<file path="src/rtl/muldiv_pkg.sv">
// Shared encodings for the multi-cycle multiply/divide unit.
// Holds the op codes and the sequencer state type.
package muldiv_pkg;

    localparam logic [1:0] OP_MULT = 2'b00;
    localparam logic [1:0] OP_DIV  = 2'b01;
    localparam logic [1:0] OP_MTHI = 2'b10;
    localparam logic [1:0] OP_MTLO = 2'b11;

    typedef enum logic [1:0] {
        IDLE = 2'b00,
        MUL  = 2'b01,
        DIV  = 2'b10,
        FIX  = 2'b11
    } state_t;

endpackage

</file>
<file path="src/rtl/div_iter.sv">
// Radix-2 restoring divider core on unsigned magnitudes.
// Produces one quotient bit per step; the caller sequences WIDTH steps.
module div_iter
    import muldiv_pkg::*;
#(
    parameter int WIDTH = 32
) (
    input  logic             clk,
    input  logic             rst,
    input  logic             load,
    input  logic             step,
    input  logic [WIDTH-1:0] dividend,
    input  logic [WIDTH-1:0] divisor,
    output logic [WIDTH-1:0] quotient,
    output logic [WIDTH-1:0] remainder
);

    logic [WIDTH-1:0] quo_r;
    logic [WIDTH-1:0] rem_r;
    logic [WIDTH-1:0] dvs_r;
    logic [WIDTH:0]   shifted_s;
    logic [WIDTH:0]   diff_s;

    // Trial subtraction of the divisor from the partial remainder with the next dividend bit.
    always_comb begin
        shifted_s = {rem_r, quo_r[WIDTH-1]};
        diff_s    = shifted_s - {1'b0, dvs_r};
    end

    // Partial remainder / quotient shift register.
    always_ff @(posedge clk) begin
        if (rst) begin
            quo_r <= {WIDTH{1'b0}};
            rem_r <= {WIDTH{1'b0}};
            dvs_r <= {WIDTH{1'b0}};
        end else if (load) begin
            quo_r <= dividend;
            rem_r <= {WIDTH{1'b0}};
            dvs_r <= divisor;
        end else if (step) begin
            // The remainder stays below the divisor, so the trial value never exceeds WIDTH+1 bits.
            if (!diff_s[WIDTH]) begin
                rem_r <= diff_s[WIDTH-1:0];
                quo_r <= {quo_r[WIDTH-2:0], 1'b1};
            end else begin
                rem_r <= shifted_s[WIDTH-1:0];
                quo_r <= {quo_r[WIDTH-2:0], 1'b0};
            end
        end else begin
            quo_r <= quo_r;
            rem_r <= rem_r;
            dvs_r <= dvs_r;
        end
    end

    assign quotient  = quo_r;
    assign remainder = rem_r;

endmodule

</file>
<file path="src/rtl/muldiv.sv">
// Multi-cycle multiply/divide unit with architectural HI/LO registers.
// Multiplies use a retimeable product delay line; divides use div_iter plus a sign-fix cycle.
module muldiv
    import muldiv_pkg::*;
#(
    parameter int WIDTH      = 32,
    parameter int MUL_CYCLES = 3
) (
    input  logic             clk,
    input  logic             rst,
    input  logic             start,
    input  logic [1:0]       op,
    input  logic             hassign,
    input  logic [WIDTH-1:0] srca,
    input  logic [WIDTH-1:0] srcb,
    input  logic             cancel,
    output logic             busy,
    output logic             done,
    output logic [WIDTH-1:0] hi,
    output logic [WIDTH-1:0] lo
);

    localparam int CNT_W = $clog2(WIDTH + MUL_CYCLES + 1);

    state_t             state_r, state_s;
    logic [CNT_W-1:0]   cnt_r, cnt_s;
    logic [WIDTH-1:0]   hi_r, hi_s, lo_r, lo_s;
    logic               busy_r, busy_s, done_r, done_s;
    logic               latch_s, load_s, step_s;
    logic [WIDTH-1:0]   a_r, b_r;
    logic               sgn_r, neg_q_r, neg_rem_r;
    logic [WIDTH-1:0]   mag_a_s, mag_b_s;
    logic [WIDTH-1:0]   quo_s, rem_s, fix_lo_s, fix_hi_s;
    logic [2*WIDTH-1:0] prod_s, mul_res_s;

    // Operand magnitudes for the unsigned divider core.
    always_comb begin
        if (hassign && srca[WIDTH-1]) begin
            mag_a_s = {WIDTH{1'b0}} - srca;
        end else begin
            mag_a_s = srca;
        end
        if (hassign && srcb[WIDTH-1]) begin
            mag_b_s = {WIDTH{1'b0}} - srcb;
        end else begin
            mag_b_s = srcb;
        end
    end

    // Operand and result-sign capture at request acceptance.
    always_ff @(posedge clk) begin
        if (rst) begin
            a_r       <= {WIDTH{1'b0}};
            b_r       <= {WIDTH{1'b0}};
            sgn_r     <= 1'b0;
            neg_q_r   <= 1'b0;
            neg_rem_r <= 1'b0;
        end else if (latch_s) begin
            a_r       <= srca;
            b_r       <= srcb;
            sgn_r     <= hassign;
            neg_q_r   <= hassign & (srca[WIDTH-1] ^ srcb[WIDTH-1]);
            neg_rem_r <= hassign & srca[WIDTH-1];
        end else begin
            a_r       <= a_r;
            b_r       <= b_r;
            sgn_r     <= sgn_r;
            neg_q_r   <= neg_q_r;
            neg_rem_r <= neg_rem_r;
        end
    end

    // Sign-extending to 2*WIDTH makes one unsigned multiply serve both signednesses.
    assign prod_s = {{WIDTH{sgn_r & a_r[WIDTH-1]}}, a_r} * {{WIDTH{sgn_r & b_r[WIDTH-1]}}, b_r};

    if (MUL_CYCLES > 1) begin : g_mul_pipe
        logic [2*WIDTH-1:0] pipe_r [MUL_CYCLES-1];

        // Product delay line; synthesis may retime the multiplier into it.
        always_ff @(posedge clk) begin
            if (rst) begin
                for (int i = 0; i < MUL_CYCLES - 1; i++) begin
                    pipe_r[i] <= {(2*WIDTH){1'b0}};
                end
            end else begin
                pipe_r[0] <= prod_s;
                for (int i = 1; i < MUL_CYCLES - 1; i++) begin
                    pipe_r[i] <= pipe_r[i-1];
                end
            end
        end

        assign mul_res_s = pipe_r[MUL_CYCLES-2];
    end else begin : g_mul_comb
        assign mul_res_s = prod_s;
    end

    div_iter #(.WIDTH(WIDTH)) u_div_iter (
        .clk       (clk),
        .rst       (rst),
        .load      (load_s),
        .step      (step_s),
        .dividend  (mag_a_s),
        .divisor   (mag_b_s),
        .quotient  (quo_s),
        .remainder (rem_s)
    );

    // Final divide result: special cases, then sign restoration.
    always_comb begin
        if (b_r == {WIDTH{1'b0}}) begin
            fix_lo_s = {WIDTH{1'b1}};
            fix_hi_s = a_r;
        end else if (sgn_r && (a_r == {1'b1, {(WIDTH-1){1'b0}}}) && (b_r == {WIDTH{1'b1}})) begin
            fix_lo_s = {1'b1, {(WIDTH-1){1'b0}}};
            fix_hi_s = {WIDTH{1'b0}};
        end else begin
            fix_lo_s = neg_q_r   ? ({WIDTH{1'b0}} - quo_s) : quo_s;
            fix_hi_s = neg_rem_r ? ({WIDTH{1'b0}} - rem_s) : rem_s;
        end
    end

    // Sequencer next-state and register-update logic.
    always_comb begin
        state_s = state_r;
        cnt_s   = cnt_r;
        hi_s    = hi_r;
        lo_s    = lo_r;
        busy_s  = busy_r;
        done_s  = 1'b0;
        latch_s = 1'b0;
        load_s  = 1'b0;
        step_s  = 1'b0;
        case (state_r)
            IDLE: begin
                busy_s = 1'b0;
                if (start && !cancel) begin
                    case (op)
                        OP_MTHI: begin
                            hi_s   = srca;
                            done_s = 1'b1;
                        end
                        OP_MTLO: begin
                            lo_s   = srca;
                            done_s = 1'b1;
                        end
                        OP_MULT: begin
                            latch_s = 1'b1;
                            state_s = MUL;
                            cnt_s   = CNT_W'(MUL_CYCLES - 1);
                            busy_s  = 1'b1;
                        end
                        OP_DIV: begin
                            latch_s = 1'b1;
                            load_s  = 1'b1;
                            state_s = DIV;
                            cnt_s   = CNT_W'(WIDTH - 1);
                            busy_s  = 1'b1;
                        end
                        default: begin
                            state_s = IDLE;
                        end
                    endcase
                end else begin
                    state_s = IDLE;
                end
            end
            MUL: begin
                if (cancel) begin
                    state_s = IDLE;
                    cnt_s   = {CNT_W{1'b0}};
                    busy_s  = 1'b0;
                end else if (cnt_r == {CNT_W{1'b0}}) begin
                    hi_s    = mul_res_s[2*WIDTH-1:WIDTH];
                    lo_s    = mul_res_s[WIDTH-1:0];
                    state_s = IDLE;
                    busy_s  = 1'b0;
                    done_s  = 1'b1;
                end else begin
                    cnt_s = cnt_r - CNT_W'(1);
                end
            end
            DIV: begin
                if (cancel) begin
                    state_s = IDLE;
                    cnt_s   = {CNT_W{1'b0}};
                    busy_s  = 1'b0;
                end else begin
                    step_s = 1'b1;
                    if (cnt_r == {CNT_W{1'b0}}) begin
                        state_s = FIX;
                    end else begin
                        cnt_s = cnt_r - CNT_W'(1);
                    end
                end
            end
            FIX: begin
                state_s = IDLE;
                cnt_s   = {CNT_W{1'b0}};
                busy_s  = 1'b0;
                if (!cancel) begin
                    hi_s   = fix_hi_s;
                    lo_s   = fix_lo_s;
                    done_s = 1'b1;
                end else begin
                    done_s = 1'b0;
                end
            end
            default: begin
                state_s = IDLE;
                cnt_s   = {CNT_W{1'b0}};
                busy_s  = 1'b0;
            end
        endcase
    end

    // State, counter and architectural output registers.
    always_ff @(posedge clk) begin
        if (rst) begin
            state_r <= IDLE;
            cnt_r   <= {CNT_W{1'b0}};
            hi_r    <= {WIDTH{1'b0}};
            lo_r    <= {WIDTH{1'b0}};
            busy_r  <= 1'b0;
            done_r  <= 1'b0;
        end else begin
            state_r <= state_s;
            cnt_r   <= cnt_s;
            hi_r    <= hi_s;
            lo_r    <= lo_s;
            busy_r  <= busy_s;
            done_r  <= done_s;
        end
    end

    assign busy = busy_r;
    assign done = done_r;
    assign hi   = hi_r;
    assign lo   = lo_r;

endmodule

</file>
<file path="config.mk">
export PLATFORM = sky130hd
export DESIGN_NAME = muldiv
export DESIGN_NICKNAME = d
export VERILOG_FILES = /design/src/rtl/muldiv_pkg.sv /design/src/rtl/div_iter.sv /design/src/rtl/muldiv.sv
export SDC_FILE = /design/constraint.sdc
export NUM_CORES = 2
export LEC_CHECK = 0
export BUFFER_PORTS_ARGS = -buffer_cell sky130_fd_sc_hd__buf_4
export CELL_PAD_IN_SITES_DETAIL_PLACEMENT = 0
export CELL_PAD_IN_SITES_GLOBAL_PLACEMENT = 1
export CORE_MARGIN = 2
export CORE_UTILIZATION = 45
export CTS_CLUSTER_DIAMETER = 30
export DETAILED_ROUTE_END_ITERATION = 7
export PLACE_DENSITY = 0.83
export REMOVE_ABC_BUFFERS = 1
export SLEW_MARGIN = 5
export SYNTH_ARGS = -nofsm -noshare
export SYNTH_HDL_FRONTEND = slang
export SYNTH_SLANG_ARGS = --single-unit
</file>
<file path="constraint.sdc">
create_clock -name clk -period 24.1 [get_ports clk]
set_input_delay 2.41 -clock clk [delete_from_list [all_inputs] [get_ports clk]]
set_output_delay 2.41 -clock clk [all_outputs]
set_load 0.05 [all_outputs]
</file>
==> flow_summary.yaml <==
outcome:
  run_status: "completed"
cts:
  cts_sinks: 365
  clk_latency_ps: 630
  postCtsResizedCells: 0
  cts_tree: "yes"
  clk_pin_slew_worst_paths_ps: 50
  cts_max_path_buffers: 3
  cts_buffers: 88
  cts_root_buffer: "clkbuf_16"
  hold_buffers: 0
  post_cts_buffers: 0
  htree_levels: 3
route:
  dr_wl_met3_um: 17670
  wl_met2_um: 84000
  m1WireLength_um: 69810
  vias: 44900
  remaining_drc_errors: 0
  drtIter0Drc: 4028
  viasPerCell: 5.575
  wl_um: 179700
  drt_pass1_iterations: 8
  postRouteAntennaNets: 0
  wl_per_cell_um: 22.31
  top_layer_used: "met5"
global_route:
  antenna_found_initial: 16
  grt_pass1_wl_um: 280100
  grt_use_total: 0.2885
  grt_max_degree: 116
  grt_pass1_vias: 47760
  overflow: 0
place:
  port-buffer-count: 136
  dp_slack_ps: 14730
  dp.cells: 7886
  place_hpwl_um: 128600
  routabilityCongestion: 0.9198
synthesis:
  synth_fa_ha_area_frac: 0.4604
  synth-compound-area-share: 0.09434
  synthMuxAreaShare: 0.0007388
  synthTopCellsByCount: "inv_1 (1151), fa_1 (1126), nand2_1 (1044)"
  synthCells: 6464
  ys.flop_type: "dfxtp_1"
  yosys.area.top_type_share: 0.4033
  avgSynthCellArea_sq_um: 8.647
  ys_types: 70
  ys_seq_area_frac: 0.1307
  async_flop_share: 0
  synth_xor_area_frac: 0.03369
  synth_top_family_by_area: "adder cells"
  yosysTopAreaCell: "fa_1"
  synth_area_leaders: "fa_1 (40%), dfxtp_1 (13%), inv_1 (7.7%)"
  syn_area_sq_um: 55890
  yosys_warnings: 0
  synth-edff-count: 0
  synth-simple-area-share: 0.1725
  synth.most_common_cell: "inv_1"
  ys_seq_elements: 365
cells_and_area:
  fillers: 11730
  seq_area_sq_um: 7313
  layout.nets: 7791
  drive_gt1_frac: 0.06785
  final_cells: 8055
  multi_input_area_sq_um: 42640
  area_growth_pct: 9.355
timing:
  tightest_slew_ps: 1280
  period_share: 0.3929
  fin_skew_ps: 32.11
  fin_setup_tns_ps: 0
  grt_setup_unrepaired: "false"
  timing.final.ws_setup_ps: 14630
  setup_violations: 0
  period_needed_ps: 9468
  timing.fmax_ghz: 0.1056
  hold_viol: 0
  slew_headroom: 0.1439
  report.final.slew_viol_count: 0
hold_path:
  worstHoldStart: "g_mul_pipe.pipe_r[0][51]$_SDFF_PP0_"
  min_path_type: "flip-flop to flip-flop"
worst_setup_path:
  cp_num_buf_inv: 7
  cpMostUsedCell: "fa_1"
  path_delay_family: "adder cells"
  setup.worst_path.start_class: "flip-flop"
  crit_type: "flip-flop to flip-flop"
  critPathMaxStageDelay_ps: 1140
  cp.arrival_ps: 10020
  worstPathMaxFanout: 21
  crit_slowest_cell: "fa_1"
  cp-end-kind: "flip-flop"
  crit_path_start: "sgn_r$_SDFFE_PP0P_"
  r2r_start: "sgn_r$_SDFFE_PP0P_"
  critPathRequiredTime_ps: 24650
pwr:
  peakVddDrop_uv: 79.11
  power_density_nw_per_um2: 36.87
  p_leak_uw: 0.02817
floorplan:
  start_util: 0.4527
  num_io_pins: 137
  rows: 129
  core_sq_um: 123500
  die_h_um: 356.4
  dieArea_sq_um: 127000
  die_w_um: 356.4
run:
  max_cap_viol_count: 0
==> registers in the layout (all words and copies together), names as in the netlist <==
register	cells
u_div_iter.dvs_r	32
g_mul_pipe.pipe_r	128
cnt_r	6
busy	1
neg_rem_r	1
b_r	32
u_div_iter.remainder	32
hi	32
neg_q_r	1
sgn_r	1
done	1
lo	32
u_div_iter.quotient	32
state_r	2
a_r	32
==> report_power, final <==
part / leakage (uW) / switching [uW] / internal (uW)
clock network: 0.00146 / 397 / 792
registers: 0.00296 / 22.8 / 627
logic: 0.0237 / 289 / 126
total: 0.0282 / 708 / 1550
==> kinds of logic (layout without fill, tap and decap cells) <==
group	after synthesis	count (layout)
mux	4	4
other cells	0	7
compound gates	816	816
buf+inv	1600	1547
flops	365	365
fa+ha+maj	1381	1381
simple gates	2083	2083
xor+xnor	215	215
==> per-layer routing <==
layer  track usage  up-vias
met5      0.002222        -
met4        0.1113       20
met3       0.08010      470
met2        0.4714     1978
met1        0.3629    22840
li1              -    19600
==> per-stage QoR <==
step	cell area, sq um	power [uW]	hold slack [ps]	utilization
6_report	61120	2253	429.5	0.4950
5_1_grt	61100	2323	442.2	0.4949
4_1_cts	61100	2249	428.9	0.4949
3_5_place_dp	58090	1064	422.3	0.4704
3_3_place_gp	58090	1061	415.6	0.4704
2_1_floorplan	54200	896.3	413.8	-
==> worst register-to-register path, stage by stage, from the launching register on <==
cell      delay, ps
dfxtp_1         300
buf_4           280
and2_0          170
buf_4           240
nand2_1         140
inv_1           170
fa_1            510
fa_1            580
fa_1            710
inv_1           340
fa_1           1140
inv_1           330
fa_1            530
fa_1            540
inv_1            50
fa_1            470
inv_1            50
fa_1            440
ha_1            440
nand2_1         110
nor2_1          190
nand2_1          80
or4_1           420
o2111a_1        290
nor3b_1         330
nor2_1           80
or3_1           310
a21oi_1         140
==> placed cells by master, fill, tap and decap left out, drive strengths merged, types with 27 or more instances in the layout <==
cell / instances
nor2b: 89
dfxtp: 365
and2: 370
clkbuf: 110
nand2: 1044
nor2: 313
fa: 1126
nand4: 29
a21o: 42
a211oi: 83
o21ai: 167
o31ai: 52
a311oi: 52
nor3: 38
a221oi: 40
inv: 1159
and3: 35
xnor2: 102
xor2: 113
a21oi: 249
nand3: 35
ha: 255
clkinv: 27
buf: 233
nor4: 36
==> layout make-up <==
| type | instances | area share |
|---|---|---|
| multi-input combinational | 4499 | 0.6977 |
| sequential | 365 | 0.1197 |
| inverter | 1152 | 0.07075 |
| clock buffer | 110 | 0.04039 |
| tap | 1637 | 0.03351 |
| timing repair buffer | 233 | 0.02874 |
| clock inverter | 52 | 0.008966 |
| antenna | 7 | 0.0002866 |
==> final timing paths <==
check / depth (start not counted) / endpoint / slack, ps
hold / removal: 1 / g_mul_pipe.pipe_r[0][115]$_SDFF_PP0_ / 430
setup reg to reg: 27 / g_mul_pipe.pipe_r[0][61]$_SDFF_PP0_ / 14630
setup / recovery: 27 / g_mul_pipe.pipe_r[0][61]$_SDFF_PP0_ / 14630
hold reg to reg: 1 / g_mul_pipe.pipe_r[0][115]$_SDFF_PP0_ / 430
No activity file was read; power rests on OpenSTA's default activity.
